**config.mk**
```make
export PLATFORM = sky130hd
export DESIGN_NAME = spi_xfer_sched
export DESIGN_NICKNAME = d
export VERILOG_FILES = /design/src/rtl/spi_pkg.sv /design/src/rtl/rr_arbiter.sv /design/src/rtl/spi_xfer_sched.sv
export SDC_FILE = /design/constraint.sdc
export NUM_CORES = 1
export LEC_CHECK = 0
export CORE_MARGIN = 5
export CORE_UTILIZATION = 40
export DETAILED_ROUTE_END_ITERATION = 10
export MAX_ROUTING_LAYER = met4
export PLACE_DENSITY = 0.72
export SLEW_MARGIN = 25
export SYNTH_ARGS = -nofsm -noshare
export SYNTH_HDL_FRONTEND = slang
export SYNTH_SLANG_ARGS = --single-unit
```
**constraint.sdc**
```tcl
create_clock -name clk -period 3 [get_ports clk]
set_input_delay 0.75 -clock clk [delete_from_list [all_inputs] [get_ports clk]]
set_output_delay 0.75 -clock clk [all_outputs]
set_load 0.005 [all_outputs]
```
**src/rtl/spi_pkg.sv**
```systemverilog
// Shared SPI types: scheduler states, default word width
// and the slice helper for flattened per-requester buses.
package spi_pkg;

  localparam int BUS_WIDTH_DEF = 8;

  typedef enum logic [2:0] {
    S_IDLE,
    S_START,
    S_WAIT_BUSY,
    S_WAIT_DONE,
    S_RESP
  } state_e;

  function automatic int slice_lo(input int idx, input int width);
    return idx * width;
  endfunction

endpackage

```
**src/rtl/rr_arbiter.sv**
```systemverilog
// Combinational round-robin pick: first asserted req at or
// after ptr, wrapping modulo N_REQ; one-hot result.
module rr_arbiter #(
  parameter  int N_REQ = 4,
  localparam int PW    = $clog2(N_REQ)
) (
  input  logic [N_REQ-1:0] req,
  input  logic [PW-1:0]    ptr,
  output logic [N_REQ-1:0] gnt
);

  logic          found;
  logic [PW:0]   sum;
  logic [PW-1:0] idx;

  always_comb begin
    gnt   = '0;
    found = 1'b0;
    sum   = '0;
    idx   = '0;
    for (int k = 0; k < N_REQ; k++) begin
      sum = {1'b0, ptr} + (PW+1)'(k);
      if (sum >= (PW+1)'(N_REQ)) begin
        sum = sum - (PW+1)'(N_REQ);
      end
      idx = sum[PW-1:0];
      if (!found && req[idx]) begin
        gnt[idx] = 1'b1;
        found    = 1'b1;
      end
    end
  end

endmodule

```
**src/rtl/spi_xfer_sched.sv**
```systemverilog
// Round-robin burst scheduler sharing one byte-level SPI
// master engine among N_REQ requesters.
module spi_xfer_sched
  import spi_pkg::*;
#(
  parameter int N_REQ     = 4,
  parameter int BUS_WIDTH = BUS_WIDTH_DEF,
  parameter int TIMEOUT   = 15
) (
  input  logic                       clk,
  input  logic                       rst_n,
  input  logic [N_REQ-1:0]           req,
  input  logic [N_REQ*BUS_WIDTH-1:0] tx_data,
  input  logic [N_REQ-1:0]           tx_last,
  output logic [N_REQ-1:0]           tx_ack,
  output logic [N_REQ-1:0]           grant,
  output logic [BUS_WIDTH-1:0]       rx_data,
  output logic [N_REQ-1:0]           rx_valid,
  output logic [N_REQ-1:0]           rx_err,
  output logic                       spi_start,
  output logic [BUS_WIDTH-1:0]       spi_d_out,
  input  logic                       spi_busy,
  input  logic [BUS_WIDTH-1:0]       spi_d_in,
  output logic                       sched_busy
);

  localparam int PW = $clog2(N_REQ);

  state_e               state_q, state_d;
  logic [N_REQ-1:0]     grant_q, grant_d;
  logic [PW-1:0]        owner_q, owner_d;
  logic [PW-1:0]        rr_ptr_q, rr_ptr_d;
  logic [7:0]           cnt_q, cnt_d;
  logic                 last_q, last_d;
  logic [BUS_WIDTH-1:0] dout_q, dout_d;
  logic [BUS_WIDTH-1:0] rx_data_q, rx_data_d;
  logic [N_REQ-1:0]     rx_err_q, rx_err_d;

  logic [N_REQ-1:0]     arb_gnt;
  logic [PW-1:0]        arb_idx;
  logic [BUS_WIDTH-1:0] tx_sel;
  logic [PW-1:0]        ptr_next;

  rr_arbiter #(
    .N_REQ(N_REQ)
  ) u_arb (
    .req(req),
    .ptr(rr_ptr_q),
    .gnt(arb_gnt)
  );

  always_comb begin
    arb_idx = '0;
    tx_sel  = '0;
    for (int i = 0; i < N_REQ; i++) begin
      if (arb_gnt[i]) arb_idx = PW'(i);
      if (owner_q == PW'(i)) begin
        tx_sel = tx_data[slice_lo(i, BUS_WIDTH) +: BUS_WIDTH];
      end
    end
  end

  assign ptr_next = (owner_q == PW'(N_REQ-1)) ?
                    '0 : owner_q + 1'b1;

  always_comb begin
    state_d   = state_q;
    grant_d   = grant_q;
    owner_d   = owner_q;
    rr_ptr_d  = rr_ptr_q;
    cnt_d     = cnt_q;
    last_d    = last_q;
    dout_d    = dout_q;
    rx_data_d = rx_data_q;
    rx_err_d  = '0;
    tx_ack    = '0;
    rx_valid  = '0;
    spi_start = 1'b0;
    spi_d_out = dout_q;
    unique case (state_q)
      S_IDLE: begin
        if (|req) begin
          owner_d = arb_idx;
          grant_d = arb_gnt;
          state_d = S_START;
        end
      end
      S_START: begin
        spi_start = 1'b1;
        spi_d_out = tx_sel;
        dout_d    = tx_sel;
        tx_ack    = grant_q;
        last_d    = tx_last[owner_q];
        cnt_d     = '0;
        state_d   = S_WAIT_BUSY;
      end
      S_WAIT_BUSY: begin
        if (spi_busy) begin
          state_d = S_WAIT_DONE;
        end else if (cnt_q == 8'(TIMEOUT)) begin
          // abort drops the rest of the burst
          rx_err_d = grant_q;
          grant_d  = '0;
          rr_ptr_d = ptr_next;
          state_d  = S_IDLE;
        end else begin
          cnt_d = cnt_q + 8'd1;
        end
      end
      S_WAIT_DONE: begin
        if (!spi_busy) begin
          rx_data_d = spi_d_in;
          state_d   = S_RESP;
        end
      end
      S_RESP: begin
        rx_valid = grant_q;
        if (last_q || !req[owner_q]) begin
          grant_d  = '0;
          rr_ptr_d = ptr_next;
          state_d  = S_IDLE;
        end else begin
          state_d = S_START;
        end
      end
      default: state_d = S_IDLE;
    endcase
  end

  always_ff @(posedge clk or negedge rst_n) begin
    if (!rst_n) begin
      state_q   <= S_IDLE;
      grant_q   <= '0;
      owner_q   <= '0;
      rr_ptr_q  <= '0;
      cnt_q     <= '0;
      last_q    <= 1'b0;
      dout_q    <= '0;
      rx_data_q <= '0;
      rx_err_q  <= '0;
    end else begin
      state_q   <= state_d;
      grant_q   <= grant_d;
      owner_q   <= owner_d;
      rr_ptr_q  <= rr_ptr_d;
      cnt_q     <= cnt_d;
      last_q    <= last_d;
      dout_q    <= dout_d;
      rx_data_q <= rx_data_d;
      rx_err_q  <= rx_err_d;
    end
  end

  assign grant      = grant_q;
  assign rx_data    = rx_data_q;
  assign rx_err     = rx_err_q;
  assign sched_busy = (state_q != S_IDLE);

endmodule

```
==> results of run 1 <==
==> what timing repair did <==
item                       4_1_cts  5_1_grt
setup endpoints to repair        8        6
gates resized for setup         15       11
setup buffers                    2        0
pin swaps                        2        4
gates cloned                     0        0
==> final cells by class <==
cell class                      instances  area (um^2)  area share
Sequential cell                        40         1000       0.281
Tap cell                               75         93.8      0.0264
Inverter                               10         37.5      0.0106
Timing Repair Buffer                   97          930       0.261
Clock buffer                            5         68.8      0.0193
Multi-Input combinational cell        184         1380       0.388
Clock inverter                          3         47.5      0.0134
==> how the worst min path moves through the flow <==
| stage | start | end | cells past startpoint |
|---|---|---|---|
| 2_1_floorplan | rst_n | cnt_q[0]$_DFFE_PN0P_ | 0 |
| 6_report | dout_q[7]$_DFF_PN0_ | dout_q[7]$_DFF_PN0_ | 2 |
| 5_1_grt | dout_q[5]$_DFF_PN0_ | dout_q[5]$_DFF_PN0_ | 2 |
| 4_1_cts | dout_q[7]$_DFF_PN0_ | dout_q[7]$_DFF_PN0_ | 2 |
| 3_3_place_gp | dout_q[4]$_DFF_PN0_ | dout_q[4]$_DFF_PN0_ | 2 |
| 3_5_place_dp | dout_q[7]$_DFF_PN0_ | dout_q[7]$_DFF_PN0_ | 2 |
==> through the flow <==
stage	cells	area [um^2]	hold WS (ps)	TNS (ps)
after floorplan	244	2420	454	0
after global placement	404	3380	473	-341
after detailed placement	404	3380	478	-460
after CTS	414	3520	490	0
after global routing	414	3560	517	-3.89
final	414	3560	489	0
==> kinds of logic after synthesis <==
logic type,count (synthesis)
and+or+nand+nor,89
adders and majority gates,11
DFF,40
AOI/OAI and AO/OA,63
xor gates and xnor gates,4
muxes,17
buffers and inverters,20
==> worst register-to-register path, delay by kind of cell (launching register included) <==
family | cells | cell delay (ps)
muxes | 1 | 600
DFF | 1 | 520
AOI/OAI and AO/OA | 3 | 480
and+or+nand+nor | 1 | 380
adders and majority gates | 1 | 330
buffers and inverters | 1 | 110
==> power breakdown <==
| group | switching (mW) | internal, mW |
|---|---|---|
| registers | 0.145 | 0.736 |
| clock network | 0.204 | 0.251 |
| logic | 0.866 | 0.940 |
| total | 1.21 | 1.93 |
==> state kept, by name (all words and copies together), names as in the netlist <==
register  flops
cnt_q         8
dout_q        8
grant         4
last_q        1
owner_q       2
rr_ptr_q      2
rx_data       8
rx_err        4
state_q       3
==> per-layer routing <==
layer,share of wire,GRT usage,wire (um),vias to the layer above
met5,0,-,0,-
met4,0.018,0.0544,106,0
met3,0.040,0.0235,241,9
met2,0.49,0.279,2990,50
met1,0.45,0.214,2710,1010
li1,-,-,-,1077
==> cell usage in the layout (no fill, tap or decap), types with 7 or more instances in the layout <==
cell	count
clkdlybuf4s50_1	75
dfrtp_1	40
nand2_1	26
a21oi_1	17
and2_1	13
o21ai_0	12
buf_4	12
nor2_1	11
nor2b_1	10
mux2_2	10
inv_1	9
ha_1	9
o21ai_1	7
==> impl_metrics.tcl, run 1 <==
set metrics [dict create \
    outcome "completed" \
    worst_path_largest_cell_delay_ps 400 \
    ys_top_cells_by_count "dfrtp_1, nand2_1, o21ai_0" \
    critical_path_class "flip-flop to output pin" \
    synth_top_area_cell "dfrtp_1" \
    synthAdderAreaFrac 0.0570 \
    crit_buf_inv 3 \
    synth-simple-area-share 0.204 \
    nNetsFinal 400 \
    wl_per_cell_um 14.6 \
    antenna_left 0 \
    p_total_mw 3.14 \
    ff2ff_path_depth 7 \
    cts_sinks 40 \
    ctsHoldBuffers 0 \
    synth-seq-cells 40 \
    peakVddDrop_v 0.000414 \
    fin_worst_skew_ps 6.71 \
    netlist_area_um2 2420 \
    core_area_um2 5890 \
    p_leak_nw 1.51 \
    pre_cts_ws_ps -95.2 \
    hold_path_class "flip-flop to flip-flop" \
    fin_crit_sh 0.948 \
    rows 28 \
    dr_total_vias 2146 \
    ys.flop_type "dfrtp_1" \
    avgViaCountPerCell 5.18 \
    avgSynthCellArea_um2 9.90 \
    synth_compound_area_frac 0.166 \
    slew_violations 0 \
    fin_ws_ps 155 \
    cp.required_ps 2250 \
    postSynthCellCount 244 \
    max_freq_mhz 352 \
    finalCoreUtilization 0.604 \
    syn2layout_area_growth_pct 47.2 \
    yosysSeqAreaShare 0.414 \
    synth_warnings 0 \
    layout_min_cycle_time_ps 2840 \
    die_area_um2 7690 \
    grt_max_degree 41 \
    worst-path-stages 9 \
    start_util 0.411 \
    yosysMostFrequentCell "dfrtp_1" \
    arrival_ps 2090 \
    tightest_slew_ps 873 \
    p_per_area_nw_per_um2 883 \
    slowest_stage "dfrtp_1" \
    max_cap_violations 0 \
    io_buffers 84 \
    routed_wl_um 6050 \
    async_flop_share 1.00 \
    synthMuxAreaShare 0.110 \
    synth-xor-area-share 0.0145 \
    grt_usage 0.169 \
    dieWidth_um 87.7 \
    synth_top_area_frac 0.414 \
    gp_congestion 0.798 \
    first_global_vias 2078 \
    path_cells "inv_1 > ha_2 > nor2b_1 > buf_4 > a221oi_1 > nor3_1 > a21oi_1 > o21ai_1 > dlygate4sd2_1" \
    syn_nets 306 \
    crit_path_start_kind "flip-flop" \
    drt_iter0_markers 89 \
    drc 0 \
    num-fill-cells 527 \
    cts_root_buf "clkbuf_8" \
    max_slew_margin 0.418 \
    dpl.hpwl_um 4620 \
    cts_buffers 5 \
    crit_path_end_kind "output pin" \
    diodes 0 \
    crit_end "spi_d_out[5]" \
    cts_max_path_buffers 2 \
    htreeDepth 2 \
    yosysUniqueCellTypes 42 \
    crit_family "buffers and inverters" \
    grt-ovfl-total 0 \
    die_height_um 87.7 \
    antenna_found_initial 0 \
    path_max_fanout 7 \
    insertion_delay_ps 300 \
    grt_first_pass_wirelength_um 9990 \
    r2r-end "owner_q[0]$_DFFE_PN0P_" \
    drive_gt1_frac 0.145 \
    yosys-top-cells-area "dfrtp_1, ha_1, mux2_2" \
    path_clk_slew_ps 80 \
    drt_first_pass_iters 4 \
    finalHoldViolations 0 \
    reg2reg_from "rr_ptr_q[1]$_DFFE_PN0P_" \
    setup-violations-final 0 \
    r2r_setup_slack_ps 520 \
    cp-startpoint "owner_q[0]$_DFFE_PN0P_" \
    synth_top_family_by_area "simple AND/OR/NAND/NOR gates" \
    synth_edf_count 0 \
    num_io_pins 85 \
    cts_tree "yes" \
]
No activity file was read; power rests on OpenSTA's default activity.
==> inputs of run 2 (changes only) <==
--- a/constraint.sdc
+++ b/constraint.sdc
@@ -3,2 +3,2 @@
 set_output_delay 0.75 -clock clk [all_outputs]
-set_load 0.005 [all_outputs]
+set_load 0.05 [all_outputs]
==> impl_metrics.tcl, run 2 (same netlist as run 1, synthesis figures left out) <==
set metrics [dict create \
    drt_iter0_markers 107 \
    gp_congestion 0.833 \
    worst_path_largest_cell_delay_ps 410 \
    ctsHoldBuffers 0 \
    grt-ovfl-total 0 \
    first_global_vias 2100 \
    finalHoldViolations 0 \
    io_buffers 84 \
    cts_sinks 40 \
    grt_max_degree 41 \
    arrival_ps 2030 \
    cp.required_ps 2250 \
    max_freq_mhz 359 \
    diodes 0 \
    rows 28 \
    critical_path_class "flip-flop to output pin" \
    layout_common_cells "clkdlybuf4s50_1, dfrtp_1, nand2_1" \
    max_slew_margin 0.397 \
    antenna_found_initial 0 \
    outcome "completed" \
    cts_root_buf "clkbuf_8" \
    die_height_um 87.7 \
    dr_total_vias 2154 \
    finalSetupTns_ps 0 \
    slowest_stage "dfrtp_1" \
    dpl.hpwl_um 4830 \
    cts_buffers 5 \
    start_util 0.411 \
    num-fill-cells 510 \
    htreeDepth 2 \
    wl_per_cell_um 15.2 \
    drc 0 \
    tightest_slew_ps 904 \
    postCtsSetupBuffers 0 \
    setup-violations-final 0 \
    layout_min_cycle_time_ps 2780 \
    grt_first_pass_wirelength_um 10000 \
    dieWidth_um 87.7 \
    p_leak_nw 1.55 \
    core_area_um2 5890 \
    avgViaCountPerCell 5.25 \
    cts_tree "yes" \
    cts-resized-gates 1 \
    fin_area_um2 3670 \
    drt_first_pass_iters 4 \
    mostFrequentLayoutCell "clkdlybuf4s50_1" \
    fin_crit_sh 0.928 \
    die_area_um2 7690 \
    cts_max_path_buffers 2 \
    routed_wl_um 6240 \
    max_cap_violations 0 \
    antenna_left 0 \
    peakVddDrop_v 0.000636 \
    nNetsFinal 396 \
    finalCoreUtilization 0.624 \
    p_total_mw 4.18 \
    hold_path_class "flip-flop to flip-flop" \
    crit_family "compound AO/OA/AOI/OAI gates" \
    crit_path_end_kind "output pin" \
    slew_violations 0 \
    crit_path_start_kind "flip-flop" \
    crit_buf_inv 2 \
    fin_worst_skew_ps 10.8 \
    drive_gt1_frac 0.158 \
    dpl_cell_area_um2 3500 \
    syn2layout_area_growth_pct 51.9 \
    path_max_fanout 7 \
    insertion_delay_ps 300 \
    path_cells "inv_1 > ha_1 > nor2b_4 > a221oi_1 > nor3_1 > a21oi_1 > o21ai_1 > buf_12" \
    p_per_area_nw_per_um2 1140 \
    path_clk_slew_ps 90 \
    num_io_pins 85 \
    grt_usage 0.172 \
]
## run 2: worst paths after layout
check	start	endpoint	slack [ps]	cells after the start
max	owner_q[0]$_DFFE_PN0P_	spi_d_out[3]	220	8
min	rx_data[5]$_DFFE_PN0P_	rx_data[5]$_DFFE_PN0P_	510	1
max reg2reg	rr_ptr_q[1]$_DFFE_PN0P_	owner_q[0]$_DFFE_PN0P_	520	7
min reg2reg	rx_data[5]$_DFFE_PN0P_	rx_data[5]$_DFFE_PN0P_	510	1
max in group asynchronous	rst_n	state_q[2]$_DFFE_PN0P_	1850	1
min in group asynchronous	rst_n	rx_err[3]$_DFF_PN0_	570	1
## run 2: final cells by class
cell class / instances / area, um^2 / area share
clock buffers: 5 / 68.8 / 0.0188
clock inverters: 3 / 90.1 / 0.0245
inverters: 10 / 37.5 / 0.0102
multi-input cells: 184 / 1350 / 0.367
flip-flops and latches: 40 / 1000 / 0.273
well taps: 75 / 93.8 / 0.0256
repair buffers: 93 / 1030 / 0.282
## run 2: per-stage QoR
step	hold WS, ps	worst slack [ps]	cells
floorplan	454	41.2	244
global placement	489	210	402
detailed placement	494	200	402
CTS	514	92.3	410
global route	532	-7.99	410
finish	511	216	410
## run 2: power by group
group          total (mW)  switching, mW  internal [mW]
clock               0.609          0.193          0.416
combinational        2.69           1.54           1.15
sequential          0.887          0.151          0.736
## run 2: routing by layer
metal / global-route usage / routed length (um) / vias to the layer above
met5: - / 0 / -
met4: 0.0516 / 103 / 0
met3: 0.0452 / 310 / 7
met2: 0.280 / 3230 / 51
met1: 0.209 / 2600 / 1028
li1: - / - / 1068
==> RTL change 1 (settings of run 1) <==
Encoding of `state_e`: now Gray code (3 bits for 5 states).
--- a/src/rtl/spi_pkg.sv
+++ b/src/rtl/spi_pkg.sv
@@ -5,11 +5,11 @@
   localparam int BUS_WIDTH_DEF = 8;
 
   typedef enum logic [2:0] {
-    S_IDLE,
-    S_START,
-    S_WAIT_BUSY,
-    S_WAIT_DONE,
-    S_RESP
+    S_IDLE      = 3'b000,
+    S_START     = 3'b001,
+    S_WAIT_BUSY = 3'b011,
+    S_WAIT_DONE = 3'b010,
+    S_RESP      = 3'b110
   } state_e;
 
   function automatic int slice_lo(input int idx, input int width);
Check against the original RTL: same outputs for any inputs over 10 cycles, from zero or initial values and one cycle with rst_n low; not proved beyond that.
==> RTL change 1 against run 1 <==
Routed wire length grew 0.13%; sequential cell count unchanged; synthesized area is 0.57% lower; cell area is 0.56% higher; via count shrank 1.0%; register-to-register slack worse by 0.15 ns; total power grew 2.2%; worst setup slack worse by 0.012 ns.
==> RTL change 1: results (changes against run 1) <==
Worst setup path
  – Delay of the slowest critical-path stage: 0.43 ns (was 0.40 ns)
  – Worst R2R Setup Slack: 0.37 ns (was 0.52 ns)
  – Worst EP arrival: 2.11 ns (was 2.09 ns)

Clock network
  – Setup Buffers After CTS: 5 (was 2)
  – Clk buf depth: 2 (unchanged)
  – Post-CTS sizing: 13 (was 15)
  – CTS buffer count: 5 (unchanged)

Logic synthesis
  – Sequential share of the synthesized area: 0.417 (was 0.414)
  – Cell variety after synth: 41 (was 42)
  – Mapped Cells: 233 (was 244)
  – Ranking of synthesized cells by area: dfrtp_1 42%, ha_1 5.7%, mux2_2 5.6% (was dfrtp_1 41%, ha_1 5.7%, mux2_2 4.7%)
  – Syn_nets: 295 (was 306)
  – Synth cell count leaders: 40 x dfrtp_1, 20 x a21oi_1, 20 x nor2_1, 15 x and2_1, 13 x nor2b_1 (was 40 x dfrtp_1, 26 x nand2_1, 18 x o21ai_0, 17 x a21oi_1, 13 x and2_1)

GRT
  – GR Util met1: 0.227 (was 0.214)
  – Global Route met3 Usage: 0.0293 (was 0.0235)
  – Vias in the first global route: 2139 (was 2078)
  – Global Route Usage Sum: 0.167 (was 0.169)
  – GR Layer Usage met2: 0.255 (was 0.279)

Power
  – Total Power: 3.21 mW (was 3.14 mW)
  – Comb pwr share: 0.596 (was 0.575)
  – VDD IR-drop max: 458 µV (was 414 µV)
  – Net Sw Power: 1.22 mW (was 1.21 mW)
  – Sequential power: 0.933 mW (was 0.880 mW)
  – P_leak: 1.46 nW (was 1.51 nW)

Drt
  – WL/cell: 14.9 µm (was 14.6 µm)
  – Metal2 WL: 2.80 mm (was 2.99 mm)
  – Routed wire length: 6.06 mm (was 6.05 mm)
  – WL met3: 358 µm (was 241 µm)
  – DRT iter0 DRCs: 61 (was 89)
  – DRT met1 WL: 2.78 mm (was 2.71 mm)
  – Via density: 5.21 (was 5.18)

STA
  – Worst Skew: 0.00958 ns (was 0.00671 ns)
  – Rel. slew slack: 0.424 (was 0.418)

Placed design
  – IO buf count: 84 (unchanged)
  – Routability cong.: 0.776 (was 0.798)
  – Cells after DPL: 395 (was 404)
  – Dpl hpwl: 4.55 mm (was 4.62 mm)

Outcome
  – Status: finished clean (unchanged)

Layout
  – FILL cells: 511 (was 527)
  – Layout cells sized above 1: 0.198 (was 0.145)
  – Final net count: 394 (was 400)
-- RTL change 1: cell types whose count changed after synthesis, sizes merged, moves of 4 or more --
cell / change
and3: -5
xnor2: +4
o21ai: -16
nor2: +9
xor2: -4
nand2: -16
-- RTL change 1: logic make-up (layout without fill, tap and decap cells) --
logic type,Yosys count,count (layout),synth area share
and+or+nand+nor,82,82,0.191
AOI/OAI and AO/OA,60,60,0.177
DFF,40,40,0.417
muxes,18,18,0.113
buffers and inverters,18,118,0.0313
adders and majority gates,11,11,0.0573
xor gates and xnor gates,4,4,0.0146
-- RTL change 1: final timing paths --
check | startpoint | endpoint | cells past startpoint
min in group asynchronous | rst_n | dout_q[1] | 1
hold / removal | dout_q[6] | dout_q[6] | 1
setup / recovery | owner_q[0] | spi_d_out[1] | 9
hold reg to reg | dout_q[6] | dout_q[6] | 1
max in group asynchronous | rst_n | owner_q[1] | 1
setup reg to reg | rr_ptr_q[1] | owner_q[1] | 7
-- RTL change 1: per-stage QoR --
stage | setup slack [ns] | util | instance area [µm²] | setup TNS (ns) | hold WS (ns)
2_1_floorplan | 0.578 | - | 2400 | 0 | 0.454
3_3_place_gp | -0.0531 | 0.576 | 3390 | -0.261 | 0.475
3_5_place_dp | -0.0789 | 0.576 | 3390 | -0.317 | 0.488
4_1_cts | 0.0731 | 0.600 | 3530 | 0 | 0.502
5_1_grt | -0.00137 | 0.608 | 3580 | -0.00137 | 0.517
6_report | 0.143 | 0.608 | 3580 | 0 | 0.498
-- RTL change 1: layout make-up --
class | count | area, µm² | area share
repair buffers | 103 | 968 | 0.271
clock buffers | 6 | 82.6 | 0.0231
flip-flops and latches | 40 | 1000 | 0.280
well taps | 75 | 93.8 | 0.0262
inverters | 7 | 26.3 | 0.00735
multi-input cells | 175 | 1390 | 0.390
clock inverters | 2 | 10.0 | 0.00280
==> RTL change 2 (config.mk and constraints of run 1) <==
Made on the original files. `BUS_WIDTH_DEF`: 8 -> 12.
--- a/src/rtl/spi_pkg.sv
+++ b/src/rtl/spi_pkg.sv
@@ -2,7 +2,7 @@
 // and the slice helper for flattened per-requester buses.
 package spi_pkg;
 
-  localparam int BUS_WIDTH_DEF = 8;
+  localparam int BUS_WIDTH_DEF = 12;
 
   typedef enum logic [2:0] {
     S_IDLE,
Ports: changed (resized rx_data, spi_d_in, spi_d_out and tx_data); port bits go from 85 to 113. The function was not compared with the original's and may differ.
==> RTL change 2 against run 1 <==
Cell area is 21% higher; sequential cell count is 8 higher; sequential power is 20% higher; combinational power is 30% higher; synthesized area is 15% higher; register-to-register slack worse by 0.04 ns; clock skew is 0.0013 ns higher; worst setup slack worse by 0.046 ns; total power is 23% higher; routed wire length is 29% higher; final cell count is 18% higher; critical endpoint is now spi_d_out[9]; largest power group unchanged; highest routed layer unchanged.
==> RTL change 2: results (changes against run 1) <==
Layout
  – Final Instance Count excl. Fillers: 490 (was 414)
  – Final net count: 475 (was 400)
  – # diodes: 0 (unchanged)
  – Layout cells sized above 1: 0.183 (was 0.145)

Logic synthesis
  – YS warnings: 0 (unchanged)
  – Mapped Cells: 266 (was 244)
  – Syn_nets: 348 (was 306)
  – Cell variety after synth: 43 (was 42)
  – Sequential share of the synthesized area: 0.432 (was 0.414)
  – Ranking of synthesized cells by area: dfrtp_1 43%, mux2_2 6.5%, a21oi_1 5.4% (was dfrtp_1 41%, ha_1 5.7%, mux2_2 4.7%)
  – Main synth FF type: dfrtp_1 (unchanged)
  – Synth cell count leaders: 48 x dfrtp_1, 30 x a21oi_1, 21 x nor2_1, 16 x mux2_2, 15 x nor2b_1 (was 40 x dfrtp_1, 26 x nand2_1, 18 x o21ai_0, 17 x a21oi_1, 13 x and2_1)
  – Async SR Flop Fraction: 1.00 (unchanged)

Worst setup path
  – Worst EP arrival: 2.14 ns (was 2.09 ns)
  – R2R Path Start: rr_ptr_q[1] (unchanged)
  – Crit path max fanout: 24 (was 7)
  – Critical Path Start: owner_q[1] (was owner_q[0])

Drt
  – DRT met1 WL: 3.33 mm (was 2.71 mm)
  – Antenna-violating nets left: 0 (unchanged)
  – Metal2 WL: 4.07 mm (was 2.99 mm)
  – Initial DRT Pass Iterations: 4 (unchanged)
  – Via count: 2543 (was 2146)
  – Routed wire length: 7.78 mm (was 6.05 mm)
  – DRT iter0 DRCs: 80 (was 89)
  – WL met3: 251 µm (was 241 µm)
  – Top layer in use: met4 (unchanged)
  – DR DRC count: 0 (unchanged)

Clock network
  – Later-pin clock latency in the skew report: 0.30 ns (about the same)
  – Clk buf depth: 2 (unchanged)
  – Clock root buffer: clkbuf_8 (unchanged)
  – Clk pin slew, worst setup/hold paths: ~0.090 ns
  – H-tree depth: 2 (unchanged)
  – CTS buffer count: 5 (unchanged)

Placed design
  – Routability cong.: 0.910 (was 0.798)
  – IO buf count: 112 (was 84)
  – Dpl hpwl: 5.98 mm (was 4.62 mm)
  – Dpl ws: -0.0975 ns (was -0.0952 ns)

STA
  – Rel. slew slack: 0.681 (was 0.418)
  – Worst Skew: 0.00805 ns (was 0.00671 ns)

Outcome
  – Status: finished clean (unchanged)

GRT
  – First-pass GRT wire length: 12.1 mm (was 9.99 mm)
  – Global Route Usage Sum: 0.180 (was 0.169)
  – Largest net degree at the start of global routing: 31 (was 41)
  – Initial antenna violation count: 0 (unchanged)

Power
  – P_leak: 1.77 nW (was 1.51 nW)
  – VDD IR-drop max: 389 µV (was 414 µV)

Hold path
  – Hold Crit Class: in2async (was reg2reg)
## RTL change 2: cell count changes in the layout (fill, tap and decap cells not counted), moves of 5 or more
| cell | delta |
|---|---|
| o21ai_0 | -11 |
| dlygate4sd2_1 | +5 |
| dfrtp_1 | +7 |
| o21ai_1 | -7 |
| nand2_1 | -15 |
| nor3_1 | +5 |
| a21oi_1 | +12 |
| mux2_2 | +6 |
| nor2_1 | +10 |
| clkdlybuf4s50_1 | +24 |
| buf_4 | +7 |
## RTL change 2: power breakdown
group	switching [mW]	internal, mW	total (mW)
sequential	0.161	0.902	1.06
combinational	1.06	1.28	2.35
clock	0.210	0.247	0.457
total	1.43	2.43	3.87
## RTL change 2: what timing repair did
item | 4_1_cts | 5_1_grt
gates resized for setup | 23 | 5
pin swaps | 4 | 1
cloned | 1 | 0
setup endpoints to repair | 12 | 4
buffers inserted | 4 | 0
## RTL change 2: worst max-delay path: stages (launching register included)
cell           delay [ns]
dfrtp_2              0.41
buf_4                0.16
ha_1                 0.21
buf_12               0.16
nor2b_1              0.13
nor3_1               0.25
a21oi_1              0.11
a21oi_2              0.16
dlygate4sd2_1        0.25
## RTL change 2: cell families after synthesis
family | Yosys count | share of synthesized area
buf+inv | 19 | 0.0288
mux | 22 | 0.113
simple gates | 93 | 0.191
flops | 48 | 0.432
fa+ha+maj | 11 | 0.0495
xor+xnor | 4 | 0.0126
compound gates | 69 | 0.172
## RTL change 2: layer usage
layer	GRT usage	vias up
li1	-	1240
met1	0.225	1240
met2	0.303	53
met3	0.0257	10
met4	0.0549	0
met5	-	-
## RTL change 2: worst paths after layout
check | end | slack (ns) | cells past startpoint
hold / removal | cnt_q[7] | 0.33 | 1
setup / recovery | spi_d_out[9] | 0.11 | 8
max in group asynchronous | owner_q[1] | 2.13 | 2
min in group clk | last_q | 0.51 | 1
setup reg to reg | owner_q[0] | 0.48 | 7
hold reg to reg | last_q | 0.51 | 1
## RTL change 2: metrics by stage
| stage | power [mW] | instance area [µm²] | hold slack (ns) | TNS, ns |
|---|---|---|---|---|
| after floorplan | 2.30 | 2780 | 0.454 | 0 |
| after global placement | 3.33 | 4120 | 0.475 | -0.218 |
| after detailed placement | 3.38 | 4120 | 0.492 | -0.269 |
| after CTS | 3.87 | 4290 | 0.328 | 0 |
| after global routing | 4.15 | 4310 | 0.336 | -0.0219 |
| final | 3.87 | 4310 | 0.327 | 0 |
## RTL change 2: layout make-up
type	count	area, µm²
Multi-Input combinational cell	199	1570
Timing Repair Buffer	134	1300
Tap cell	96	120
Clock buffer	5	68.8
Inverter	5	18.8
Sequential cell	48	1200
Clock inverter	3	42.5
Fill cell	562	2480
